===== src/rtl/alu_wb_if.sv =====
// alu_wb_if: bundles the ALU-result handshake and the register-file
// write port of the writeback stage.
//   master : upstream ALU / register-file side (drives results and rf_ack)
//   slave  : alu_wb_stage (drives in_ready and the rf write request)
// Signals:
//   in_valid/in_ready      result handshake
//   alu_out, addr_out      result data and destination address
//   alu_ot                 operation type (11 = no-op)
//   flag_we, za..lt        flag update enable and condition flags
//   rf_we/rf_ack           register-file write request / acknowledge
//   rf_waddr, rf_wdata     register-file write address and data
interface alu_wb_if #(
   parameter int DATA_W = 16,
   parameter int ADDR_W = 16,
   parameter int RF_AW  = 4
);
   logic              in_valid;
   logic              in_ready;
   logic [DATA_W-1:0] alu_out;
   logic [ADDR_W-1:0] addr_out;
   logic [1:0]        alu_ot;
   logic              flag_we;
   logic              za;
   logic              zb;
   logic              eq;
   logic              gt;
   logic              lt;
   logic              rf_we;
   logic [RF_AW-1:0]  rf_waddr;
   logic [DATA_W-1:0] rf_wdata;
   logic              rf_ack;

   modport master (
      output in_valid, alu_out, addr_out, alu_ot, flag_we,
             za, zb, eq, gt, lt, rf_ack,
      input  in_ready, rf_we, rf_waddr, rf_wdata
   );

   modport slave (
      input  in_valid, alu_out, addr_out, alu_ot, flag_we,
             za, zb, eq, gt, lt, rf_ack,
      output in_ready, rf_we, rf_waddr, rf_wdata
   );
endinterface


===== src/rtl/alu_wb_stage.sv =====
// alu_wb_stage: writeback stage behind the ALU. Accepted results are queued
// in a small FIFO and drained into the register-file write port; the stage
// also keeps the architectural flag register.
// Ports:
//   clk, rst_n  clock (rising edge), asynchronous active-low reset
//   bus         alu_wb_if.slave (result handshake + rf write port)
//   flags_q     registered flags {za,zb,eq,gt,lt}
//   wb_busy     FIFO not empty (pending writes, for hazard stalls)
//   addr_err    sticky: a result targeted an out-of-range register
//   wb_count    completed register writes, wraps at 16 bits
module alu_wb_stage #(
   parameter int DATA_W = 16,
   parameter int ADDR_W = 16,
   parameter int RF_AW  = 4,
   parameter int DEPTH  = 2
) (
   input  logic        clk,
   input  logic        rst_n,
   alu_wb_if.slave     bus,
   output logic [4:0]  flags_q,
   output logic        wb_busy,
   output logic        addr_err,
   output logic [15:0] wb_count
);
   localparam int PW = $clog2(DEPTH);
   localparam int EW = RF_AW + DATA_W;
   localparam logic [PW:0] DEPTH_C = (PW+1)'(DEPTH);

   logic [EW-1:0] mem [DEPTH];
   logic [PW-1:0] wr_ptr;
   logic [PW-1:0] rd_ptr;
   logic [PW:0]   count;
   logic          accept;
   logic          range_bad;
   logic          push;
   logic          pop;
   logic [EW-1:0] head;

   // in_ready depends on registered count only, so a pop while full does
   // not let a new result through in the same cycle.
   assign bus.in_ready = (count < DEPTH_C);
   assign bus.rf_we    = (count != '0);
   assign wb_busy      = (count != '0);

   assign accept    = bus.in_valid && bus.in_ready;
   assign range_bad = |bus.addr_out[ADDR_W-1:RF_AW];
   assign push      = accept && (bus.alu_ot != 2'b11) && !range_bad;
   assign pop       = bus.rf_we && bus.rf_ack;

   assign head         = mem[rd_ptr];
   assign bus.rf_waddr = bus.rf_we ? head[EW-1:DATA_W] : '0;
   assign bus.rf_wdata = bus.rf_we ? head[DATA_W-1:0]  : '0;

   always_ff @(posedge clk or negedge rst_n) begin
      if (!rst_n) begin
         wr_ptr   <= '0;
         rd_ptr   <= '0;
         count    <= '0;
         flags_q  <= '0;
         addr_err <= 1'b0;
         wb_count <= '0;
      end else begin
         if (push)
            wr_ptr <= wr_ptr + PW'(1);
         if (pop) begin
            rd_ptr   <= rd_ptr + PW'(1);
            wb_count <= wb_count + 16'd1;
         end
         case ({push, pop})
            2'b10:   count <= count + 1'b1;
            2'b01:   count <= count - 1'b1;
            default: count <= count;
         endcase
         // Flags follow issue order: they load at accept, even for
         // no-ops and dropped results.
         if (accept && bus.flag_we)
            flags_q <= {bus.za, bus.zb, bus.eq, bus.gt, bus.lt};
         if (accept && range_bad)
            addr_err <= 1'b1;
      end
   end

   // Storage needs no reset: entries are only visible while count covers them.
   always_ff @(posedge clk) begin
      if (push)
         mem[wr_ptr] <= {bus.addr_out[RF_AW-1:0], bus.alu_out};
   end
endmodule


===== src/flat_wrapper.sv =====
// flat-port wrapper written by rule: the top's interface ports become plain ports
module alu_wb_stage_flat 
#(
   parameter int DATA_W = 16,
   parameter int ADDR_W = 16,
   parameter int RF_AW  = 4,
   parameter int DEPTH  = 2
)
  (clk, rst_n, flags_q, wb_busy, addr_err, wb_count, bus_in_valid, bus_alu_out, bus_addr_out, bus_alu_ot, bus_flag_we, bus_za, bus_zb, bus_eq, bus_gt, bus_lt, bus_rf_ack, bus_in_ready, bus_rf_we, bus_rf_waddr, bus_rf_wdata);
  alu_wb_if #(.DATA_W(DATA_W), .ADDR_W(ADDR_W), .RF_AW(RF_AW)) bus_i ();
  input  logic clk;
  input  logic rst_n;
  output logic [4:0] flags_q;
  output logic wb_busy;
  output logic addr_err;
  output logic [15:0] wb_count;
  input wire logic [$bits(bus_i.in_valid)-1:0] bus_in_valid;
  input wire logic [$bits(bus_i.alu_out)-1:0] bus_alu_out;
  input wire logic [$bits(bus_i.addr_out)-1:0] bus_addr_out;
  input wire logic [$bits(bus_i.alu_ot)-1:0] bus_alu_ot;
  input wire logic [$bits(bus_i.flag_we)-1:0] bus_flag_we;
  input wire logic [$bits(bus_i.za)-1:0] bus_za;
  input wire logic [$bits(bus_i.zb)-1:0] bus_zb;
  input wire logic [$bits(bus_i.eq)-1:0] bus_eq;
  input wire logic [$bits(bus_i.gt)-1:0] bus_gt;
  input wire logic [$bits(bus_i.lt)-1:0] bus_lt;
  input wire logic [$bits(bus_i.rf_ack)-1:0] bus_rf_ack;
  output wire logic [$bits(bus_i.in_ready)-1:0] bus_in_ready;
  output wire logic [$bits(bus_i.rf_we)-1:0] bus_rf_we;
  output wire logic [$bits(bus_i.rf_waddr)-1:0] bus_rf_waddr;
  output wire logic [$bits(bus_i.rf_wdata)-1:0] bus_rf_wdata;
  assign bus_i.in_valid = bus_in_valid;
  assign bus_i.alu_out = bus_alu_out;
  assign bus_i.addr_out = bus_addr_out;
  assign bus_i.alu_ot = bus_alu_ot;
  assign bus_i.flag_we = bus_flag_we;
  assign bus_i.za = bus_za;
  assign bus_i.zb = bus_zb;
  assign bus_i.eq = bus_eq;
  assign bus_i.gt = bus_gt;
  assign bus_i.lt = bus_lt;
  assign bus_i.rf_ack = bus_rf_ack;
  assign bus_in_ready = bus_i.in_ready;
  assign bus_rf_we = bus_i.rf_we;
  assign bus_rf_waddr = bus_i.rf_waddr;
  assign bus_rf_wdata = bus_i.rf_wdata;
  alu_wb_stage #(.DATA_W(DATA_W), .ADDR_W(ADDR_W), .RF_AW(RF_AW), .DEPTH(DEPTH)) u_core (.clk(clk), .rst_n(rst_n), .bus(bus_i), .flags_q(flags_q), .wb_busy(wb_busy), .addr_err(addr_err), .wb_count(wb_count));
endmodule

===== config.mk =====
export PLATFORM = sky130hd
export DESIGN_NAME = alu_wb_stage_flat
export DESIGN_NICKNAME = d
export VERILOG_FILES = /design/src/rtl/alu_wb_if.sv /design/src/rtl/alu_wb_stage.sv /design/src/flat_wrapper.sv
export SDC_FILE = /design/constraint.sdc
export NUM_CORES = 1
export LEC_CHECK = 0
export BUFFER_PORTS_ARGS = -buffer_cell sky130_fd_sc_hd__buf_2
export CAP_MARGIN = 10
export CORE_UTILIZATION = 45
export DETAILED_ROUTE_END_ITERATION = 7
export GPL_TIMING_DRIVEN = 0
export PLACE_DENSITY = 0.72
export SLEW_MARGIN = 20
export SYNTH_ARGS = -nofsm -noshare
export SYNTH_HDL_FRONTEND = slang
export SYNTH_SLANG_ARGS = --single-unit

===== constraint.sdc =====
create_clock -name clk -period 2.7 [get_ports clk]
set_input_delay 0.81 -clock clk [delete_from_list [all_inputs] [get_ports clk]]
set_output_delay 0.81 -clock clk [all_outputs]
set_load 0.02 [all_outputs]

==> After elaboration in Yosys (flattened, before gate mapping) <==
Memory sizes are Yosys's and may differ from the RTL's.
Index checks and enable logic that the tools add are counted.
{ "classes": {"add_sub_neg": 5, "n_lt_le_gt_ge": 1, "n_eq_ne": 3, "muxes": 5, "reduce_logical": 10} }
{ "ops": {"columns": ["op", "n"], "rows": [
  ["adder 16 x 1 -> 16 bit (second input constant)", 1],
  ["2-to-1 mux 16 bit", 1],
  ["OR reduction 12 bit", 1],
  ["logical AND 1 bit", 6],
  ["2-to-1 mux 4 bit", 1],
  ["case mux 2 bit (2 select lines)", 1],
  ["nonzero test 2 bit", 2],
  ["adder 1 bit (second input constant)", 2],
  ["adder 2 x 1 -> 2 bit (second input constant)", 1],
  ["== test 2 x 1 -> 1 bit (second input constant)", 1],
  ["== test 2 bit (second input constant)", 1],
  ["< comparator 2 bit (second input constant)", 1],
  ["2-to-1 mux 1 bit", 2],
  ["!= test 2 bit (second input constant)", 1],
  ["subtractor 2 x 1 -> 2 bit (second input constant)", 1],
  ["zero test 1 bit", 1]
]} }
{ "word_totals": {"ff_bits": 26, "mem_bits_rw": 40, "in_bits": 44, "out_inout_bits": 45, "elab_cells": 31, "mem_count": 1} }
{ "mem_list": {"columns": ["memory", "depth", "word_bits", "read_ports", "rd_clocked_by_memory_dff", "write_ports", "line", "text"], "rows": [
  ["u_core.mem", 2, 20, 1, 0, 1, "alu_wb_stage.sv:29", "logic [EW-1:0] mem [DEPTH];"]
]} }

==> Logic depth before layout (Yosys ltp) <==
Gate-level depths: netlist (run 1).
{ "depth": {"depth_word": 6, "depth_mapped": 7, "ltp_nobuf": 7} }

==> Least setup slack after synthesis (run 1) <==
Ideal clock, no wire load.
{ "synth_timing": {"path_kind": "input port to flip-flop", "from": "input port bus_addr_out[10]", "to": "memory u_core.mem[0][0] (netlist bit), enable pin", "setup_time_ns": 0.397, "arrival_ns": 2.303, "required_ns": 2.303, "path_slack_ns": 0.001, "cell_stages": 4, "n_path_buf": 0, "path_cell_list": "nor4_1 -> nand3_1 -> nand3b_1 -> nor2_1"} }
{ "synth_between": {"elab_chain_len": 5} }
{ "synth_lines": {"columns": ["item", "line", "text"], "rows": [
  ["from (decl)", "flat_wrapper.sv:19", "input wire logic [$bits(bus_i.addr_out)-1:0] bus_addr_out;"],
  ["OR reduction 12 bit", "alu_wb_stage.sv:46", "assign range_bad = |bus.addr_out[ADDR_W-1:RF_AW];"],
  ["zero test 1 bit", "alu_wb_stage.sv:47", "assign push = accept && (bus.alu_ot != 2'b11) && !range_bad;"],
  ["logical AND 1 bit", "alu_wb_stage.sv:47", null],
  ["2-to-1 mux 1 bit", "alu_wb_stage.sv:85", "if (push)"],
  ["2-to-1 mux 1 bit (not written as such)", "alu_wb_stage.sv:86", "mem[wr_ptr] <= {bus.addr_out[RF_AW-1:0], bus.alu_out};"],
  ["to (decl)", "alu_wb_stage.sv:29", null]
]} }
No other way between the ends.

==> Worst setup path in the final report (run 1) <==
{ "layout_timing": {"from": "register u_core.count[0]", "to": "output port bus_rf_wdata[2]"} }
{ "layout_between": {"elab_chain_len": 2} }
{ "layout_lines": {"columns": ["item", "line", "text"], "rows": [
  ["from (decl)", "alu_wb_stage.sv:32", "logic [PW:0] count;"],
  ["from (signal assigned)", "alu_wb_stage.sv:70", "2'b10: count <= count + 1'b1;"],
  ["from (signal assigned)", "alu_wb_stage.sv:71", "2'b01: count <= count - 1'b1;"],
  ["from (signal assigned)", "alu_wb_stage.sv:72", "default: count <= count;"],
  ["nonzero test 2 bit", "alu_wb_stage.sv:42", "assign bus.rf_we = (count != '0);"],
  ["2-to-1 mux 16 bit", "alu_wb_stage.sv:52", "assign bus.rf_wdata = bus.rf_we ? head[DATA_W-1:0] : '0;"],
  ["to (decl)", "flat_wrapper.sv:31", "output wire logic [$bits(bus_i.rf_wdata)-1:0] bus_rf_wdata;"]
]} }
No other way between the ends.

==> results of run 1 <==
layout make-up:
| cell class | count | area [um^2] | share of cell area (%) |
|---|---|---|---|
| clock inverters | 6 | 115 | 3.31 |
| well taps | 72 | 90.1 | 2.59 |
| flip-flops and latches | 66 | 1850 | 53.2 |
| repair buffers | 90 | 463 | 13.3 |
| clock buffers | 10 | 128 | 3.67 |
| multi-input cells | 104 | 771 | 22.2 |
| plain buffers | 8 | 48.8 | 1.40 |
| inverters | 3 | 11.3 | 0.324 |
layout by cell type, fill, tap and decap left out:
cell type    n
bufinv_16    3
buf_2       90
buf_6        3
clkbuf_8     9
mux2_2       6
o2111ai_2    1
nand3_1      7
clkbuf_2     1
nand4_1      5
nor4_1       3
and4_1       1
clkbuf_1     3
ha_1         2
nor3_1       1
nand2_1      4
nor4_4       1
and2_1       1
edfxtp_1    40
inv_1        3
nand3b_1     1
a21o_1       1
mux2i_1     20
o21a_1       1
and3_1       3
nor2_1      23
clkinv_4     2
xnor2_1     14
nor2_2       2
nor2b_1      1
buf_4        2
clkinvlp_4   1
xor2_1       6
dfrtp_1     26
layer usage:
layer	routed length [um]	share of wire, %	global-route usage, %
met1	2110	42	20.3
met2	2610	52	28.8
met4	25	0.49	8.73
met5	9	0.18	0
met3	301	5.9	4.48
power by group:
group / switching (W) / leakage [nW] / internal (W)
combinational: 0.000692 / 0.767 / 0.000451
sequential: 0.000106 / 0.689 / 0.00118
clock: 0.000370 / 0.117 / 0.000617
through the flow:
stage               setup WS [ns]  util, %  total power [W]  instances  hold slack [ns]
detailed placement        -0.0304     57.7          0.00245        343            0.447
global route               0.0619     62.0          0.00360        359            0.486
CTS                        0.0678     62.0          0.00346        359            0.460
global placement           -0.651     57.2          0.00243        341            0.437
finish                      0.209     62.0          0.00341        359            0.456
floorplan                0.000629        -          0.00209        181            0.468
flip-flops by register name (all words and copies together), names as in the netlist:
name and cells:
u_core.addr_err 1, u_core.count 2, u_core.flags_q 5, u_core.mem 40
u_core.rd_ptr 1, u_core.wb_count 16, u_core.wr_ptr 1
worst paths after layout:
check | cells after the start | endpoint
setup / recovery | 4 | bus_rf_wdata[2]
min in group asynchronous | 1 | u_core.wb_count[9]$_DFFE_PN0P_
setup reg to reg | 4 | u_core.mem[0][7]$_DFFE_PP_
max in group asynchronous | 1 | u_core.flags_q[0]$_DFFE_PN0P_
hold reg to reg | 1 | u_core.addr_err$_DFFE_PN0P_
hold / removal | 1 | u_core.addr_err$_DFFE_PN0P_
critical path, cell delays in order, from the launching register on:
cell and delay, ns:
dfrtp_1 0.45, nor2_1 0.22, clkbuf_1 0.41, nor2_1 0.11, buf_2 0.18
cells by family (layout without fill, tap and decap cells):
group | count (synthesis) | after routing
buffers and inverters | 11 | 117
adder cells (fa/ha/maj) | 2 | 2
flip-flops | 66 | 66
AO/OA/AOI/OAI | 3 | 3
XOR/XNOR | 20 | 20
AND/OR/NAND/NOR | 53 | 53
multiplexers | 26 | 26
cell usage after synthesis:
cell	instances	area share, %
mux2i_1	20	7.5
mux2_2	6	2.5
nor4_1	3	0.70
ha_1	2	0.93
o2111ai_2	1	0.56
nor4_4	1	0.79
inv_1	3	0.42
nand4_1	5	1.2
buf_2	2	0.37
xor2_1	6	2.0
nor2b_1	1	0.23
nor3_1	1	0.19
o21a_1	1	0.28
buf_6	1	0.42
edfxtp_1	40	45
dfrtp_1	26	24
a21o_1	1	0.28
buf_4	2	0.56
nor2_1	25	3.5
nand3_1	7	1.3
xnor2_1	14	4.6
and4_1	1	0.33
and3_1	3	0.70
and2_1	1	0.23
nand2_1	4	0.56
nand3b_1	1	0.28
clkbuf_1	3	0.42
repair_timing:
item	CTS	global route
hold buffers	0	0
resized for setup	0	2
endpoints found under the setup margin	0	1
hold endpoints to repair	0	0
==> results.yml, run 1 <==
run_status:
  status: "complete, no violations"
timing:
  drv_slew: 0
  rsz0062_at_grt: "no"
  slew_headroom_pct: 59.8
  skew_ns: 0.00707
  hold_viol: 0
  totalNegativeSetupSlack_ns: 0
  setup_violations: 0
  fin_crit_ns: 2.49
  post-route-period-util_pct: 92.3
  worst_pin_slew_ns: 0.603
  fmaxAchievable_mhz: 401
synth:
  synth.mux.area_fraction_pct: 10.0
  synth_compound_area_share_pct: 1.12
  synthAdderAreaFrac_pct: 0.935
  yosysSeqAreaShare_pct: 69.2
  synth_xor_area_share_pct: 6.55
  syn_inst: 181
  synthSimpleGateAreaFrac_pct: 10.0
  ys_ff_latch: 66
  synth_cell_types: 27
  synthesis.nets: 227
  synth_area_per_cell_um2: 14.8
  synth_top_family_by_area: "simple AND/OR/NAND/NOR gates"
  syn_area_mm2: 0.00268
  yosysWarnings: 0
hold_path:
  worstHoldStart: "u_core.addr_err$_DFFE_PN0P_"
  hold_class: "flip-flop to flip-flop"
critical_path:
  worst-r2r-setup-slack_ns: 0.73
  worstSetupEndpointType: "output pin"
  start_kind: "flip-flop"
  r2r_start: "u_core.count[1]$_DFFE_PN0P_"
  crit_path_max_fanout: 10
  crit_type: "flip-flop to output pin"
  crit_start: "u_core.count[0]$_DFFE_PN0P_"
  arrival_ns: 1.68
  crit_required_ns: 1.89
power:
  power_leakage_nw: 1.57
  power.density_mw_per_mm2: 982
  ir_drop_mv: 0.678
layout:
  stdcell_area_mm2: 0.00348
  num-nets-final: 328
  fillCellCount: 467
  syn_to_final_growth_pct: 30.0
  drive_above_1_share_pct: 42.2
  insertedDiodeCount: 0
cts:
  cts.path.max_buffers: 2
  htreeDepth: 3
  cts_tree: "done"
  postCtsSetupRepairBufs: 0
  clock_latency_ns: 0.33
  numCtsBuffers: 9
  cts_sinks: 66
  cts_root_buffer: "clkbuf_8"
  clk_pin_slew_ns: 0.07
grt:
  grt_pass1_vias: 1660
  grt-ovfl-total: 0
  grt_max_degree: 27
  grt_use_total_pct: 17.2
  antenna_found_initial: 1
  grt_pass1_wl_um: 7960
floorplan:
  die_y_um: 79.1
  dieArea_mm2: 0.00626
  start_util_pct: 47.7
  rows: 27
  pin_count: 89
  core_mm2: 0.00561
  die_w_um: 79.1
route:
  vias: 1744
  drt_iter0_markers: 58
  wl_per_cell_um: 14.1
  wirelength_um: 5060
  drtAntennaViolNets: 0
  drt_first_pass_iters: 4
  viasPerCell: 4.86
  drc: 0
place:
  port_buffers: 88
  hpwlAfterDp_um: 3600
  routabilityCongestion: 0.727
  place_area_mm2: 0.00323
flow_run:
  drv_cap: 0
Note: power is estimated with default switching activity, not from simulation.
==> inputs of run 2 (changes only) <==
--- a/config.mk
+++ b/config.mk
@@ -5,7 +5,7 @@
 export SDC_FILE = /design/constraint.sdc
 export NUM_CORES = 1
 export LEC_CHECK = 0
-export BUFFER_PORTS_ARGS = -buffer_cell sky130_fd_sc_hd__buf_2
+export BUFFER_PORTS_ARGS = -buffer_cell sky130_fd_sc_hd__clkbuf_2
 export CAP_MARGIN = 10
 export CORE_UTILIZATION = 45
 export DETAILED_ROUTE_END_ITERATION = 7
==> constraint.sdc (replaced) <==
create_clock -name clk -period 2.5 [get_ports clk]
set_input_delay 0.75 -clock clk [delete_from_list [all_inputs] [get_ports clk]]
set_output_delay 0.75 -clock clk [all_outputs]
set_load 0.02 [all_outputs]
==> run 2 against run 1 <==
  * Combinational power increased by 9%
  * Worst hold slack got worse by 0.0093 ns
  * Global-route usage about the same
  * Cell area decreased by 2.2%
  * Critical endpoint is now wb_busy
  * First-iteration DRC count increased by 10%
  * Sequential share of layout area increased by 1.2 points
  * Final cell count unchanged
  * Via count decreased by 1.5%
==> results.yml, run 2 (synthesis results as in run 1) <==
layout:
  stdcell_count: 359
  stdcell_area_mm2: 0.00340
  layout_commonest_cell: "clkbuf_2"
  regMostFlops: "u_core.mem"
  largest_reg_flops: 40
  reg_top3: "u_core.mem: 40 flops, u_core.wb_count: 16 flops, u_core.flags_q: 5 flops"
  insertedDiodeCount: 0
  drive_above_1_share_pct: 42.2
  syn_to_final_growth_pct: 27.1
  num-nets-final: 328
  final_cell_mix: "clkbuf_2 (89), edfxtp_1 (40), dfrtp_1 (26)"
timing:
  worst_pin_slew_ns: 0.678
  fmaxAchievable_mhz: 420
  slew_headroom_pct: 54.8
  fin_crit_ns: 2.38
  hold_viol: 0
  skew_ns: 0.00665
  drv_slew: 0
  rsz0062_at_grt: "no"
  setup_violations: 0
  post-route-period-util_pct: 95.3
  holdWs_ns: 0.447
  setup_ws_ns: 0.118
grt:
  grt_pass1_vias: 1621
  grt_max_degree: 27
  grt-ovfl-total: 0
  grt_use_total_pct: 17.1
  grt_pass1_wl_um: 7850
  antenna_found_initial: 0
place:
  place_inst: 343
  hpwlAfterDp_um: 3660
  place_area_mm2: 0.00323
  preCtsSetupSlack_ns: -0.140
  routabilityCongestion: 0.726
  port_buffers: 88
floorplan:
  dieArea_mm2: 0.00626
  rows: 27
  pin_count: 89
  die_y_um: 79.1
  start_util_pct: 47.7
  core_mm2: 0.00561
  die_w_um: 79.1
cts:
  postCtsSetupRepairBufs: 0
  postCtsResizedCells: 2
  clk_pin_slew_ns: 0.07
  cts.path.max_buffers: 2
  numCtsBuffers: 9
  cts_tree: "done"
  htreeDepth: 3
  hold_buffers: 0
  clock_latency_ns: 0.33
  cts_sinks: 66
  cts_root_buffer: "clkbuf_8"
route:
  viasPerCell: 4.78
  drt_iter0_markers: 64
  wirelength_um: 4970
  drt_first_pass_iters: 4
  wl_per_cell_um: 13.8
  vias: 1717
  drc: 0
  drtAntennaViolNets: 0
hold_path:
  hold_class: "input pin to asynchronous set/reset pin"
power:
  ir_drop_mv: 0.665
  power_leakage_nw: 1.54
  finalPower_w: 0.00337
  power_frac_comb_pct: 36.8
  clkPwrFrac_pct: 21.9
  seqPwrFrac_pct: 41.4
  power.density_mw_per_mm2: 991
  internal_power_w: 0.00211
  power.switching_w: 0.00126
  swShare_pct: 37.4
critical_path:
  crit_type: "flip-flop to output pin"
  arrival_ns: 1.63
  worstSetupEndpointType: "output pin"
  crit_path_max_fanout: 10
  start_kind: "flip-flop"
  crit_required_ns: 1.75
run_status:
  status: "complete, no violations"
flow_run:
  drv_cap: 0
## run 2: worst paths after layout
path | endpoint | cells past startpoint | startpoint | slack (ns)
hold reg to reg | u_core.addr_err$_DFFE_PN0P_ | 1 | u_core.addr_err$_DFFE_PN0P_ | 0.46
hold / removal | u_core.wb_count[8]$_DFFE_PN0P_ | 1 | rst_n | 0.45
max in group asynchronous | u_core.addr_err$_DFFE_PN0P_ | 1 | rst_n | 1.62
setup / recovery | wb_busy | 5 | u_core.count[0]$_DFFE_PN0P_ | 0.12
setup reg to reg | u_core.mem[1][12]$_DFFE_PP_ | 4 | u_core.count[1]$_DFFE_PN0P_ | 0.55
min in group clk | u_core.addr_err$_DFFE_PN0P_ | 1 | u_core.addr_err$_DFFE_PN0P_ | 0.46
## run 2: area by class of cell
type                            count  area (um^2)
Buffer                              8         52.6
Clock buffer                       10          128
Inverter                            3         11.3
Tap cell                           72         90.1
Sequential cell                    66         1850
Fill cell                         479         2210
Timing Repair Buffer               90          463
Clock inverter                      6         33.8
Multi-Input combinational cell    104          771
## run 2: worst max-delay path, stage by stage, from the launching register on
cell and delay (ns):
dfrtp_1 0.45, nor2_1 0.23, buf_2 0.27, inv_1 0.08, buf_4 0.13, clkbuf_2 0.14
## run 2: power by group through the flow
stage / clock (W) / combinational, W / sequential (W)
2_1_floorplan: 0 / 0.000749 / 0.00150
3_3_place_gp: 0 / 0.00122 / 0.00141
3_5_place_dp: 0 / 0.00125 / 0.00142
4_1_cts: 0.000760 / 0.00125 / 0.00140
5_1_grt: 0.000825 / 0.00134 / 0.00142
6_report: 0.000737 / 0.00124 / 0.00139
## run 2: per-stage QoR
| stage | utilization [%] | setup TNS [ns] |
|---|---|---|
| CTS | 60.6 | 0 |
| detailed placement | 57.7 | -2.75 |
| finish | 60.6 | 0 |
| global route | 60.6 | 0 |
| floorplan | - | -5.57 |
| global placement | 57.2 | -30.80 |
## run 2: layer usage
| layer | track usage, % | vias to the layer above | share of wire [%] |
|---|---|---|---|
| li1 | - | 848 | - |
| met1 | 21.6 | 803 | 43 |
| met2 | 26.9 | 60 | 50 |
| met3 | 4.14 | 6 | 5.3 |
| met4 | 9.82 | 0 | 1.1 |
| met5 | 0 | - | 0 |
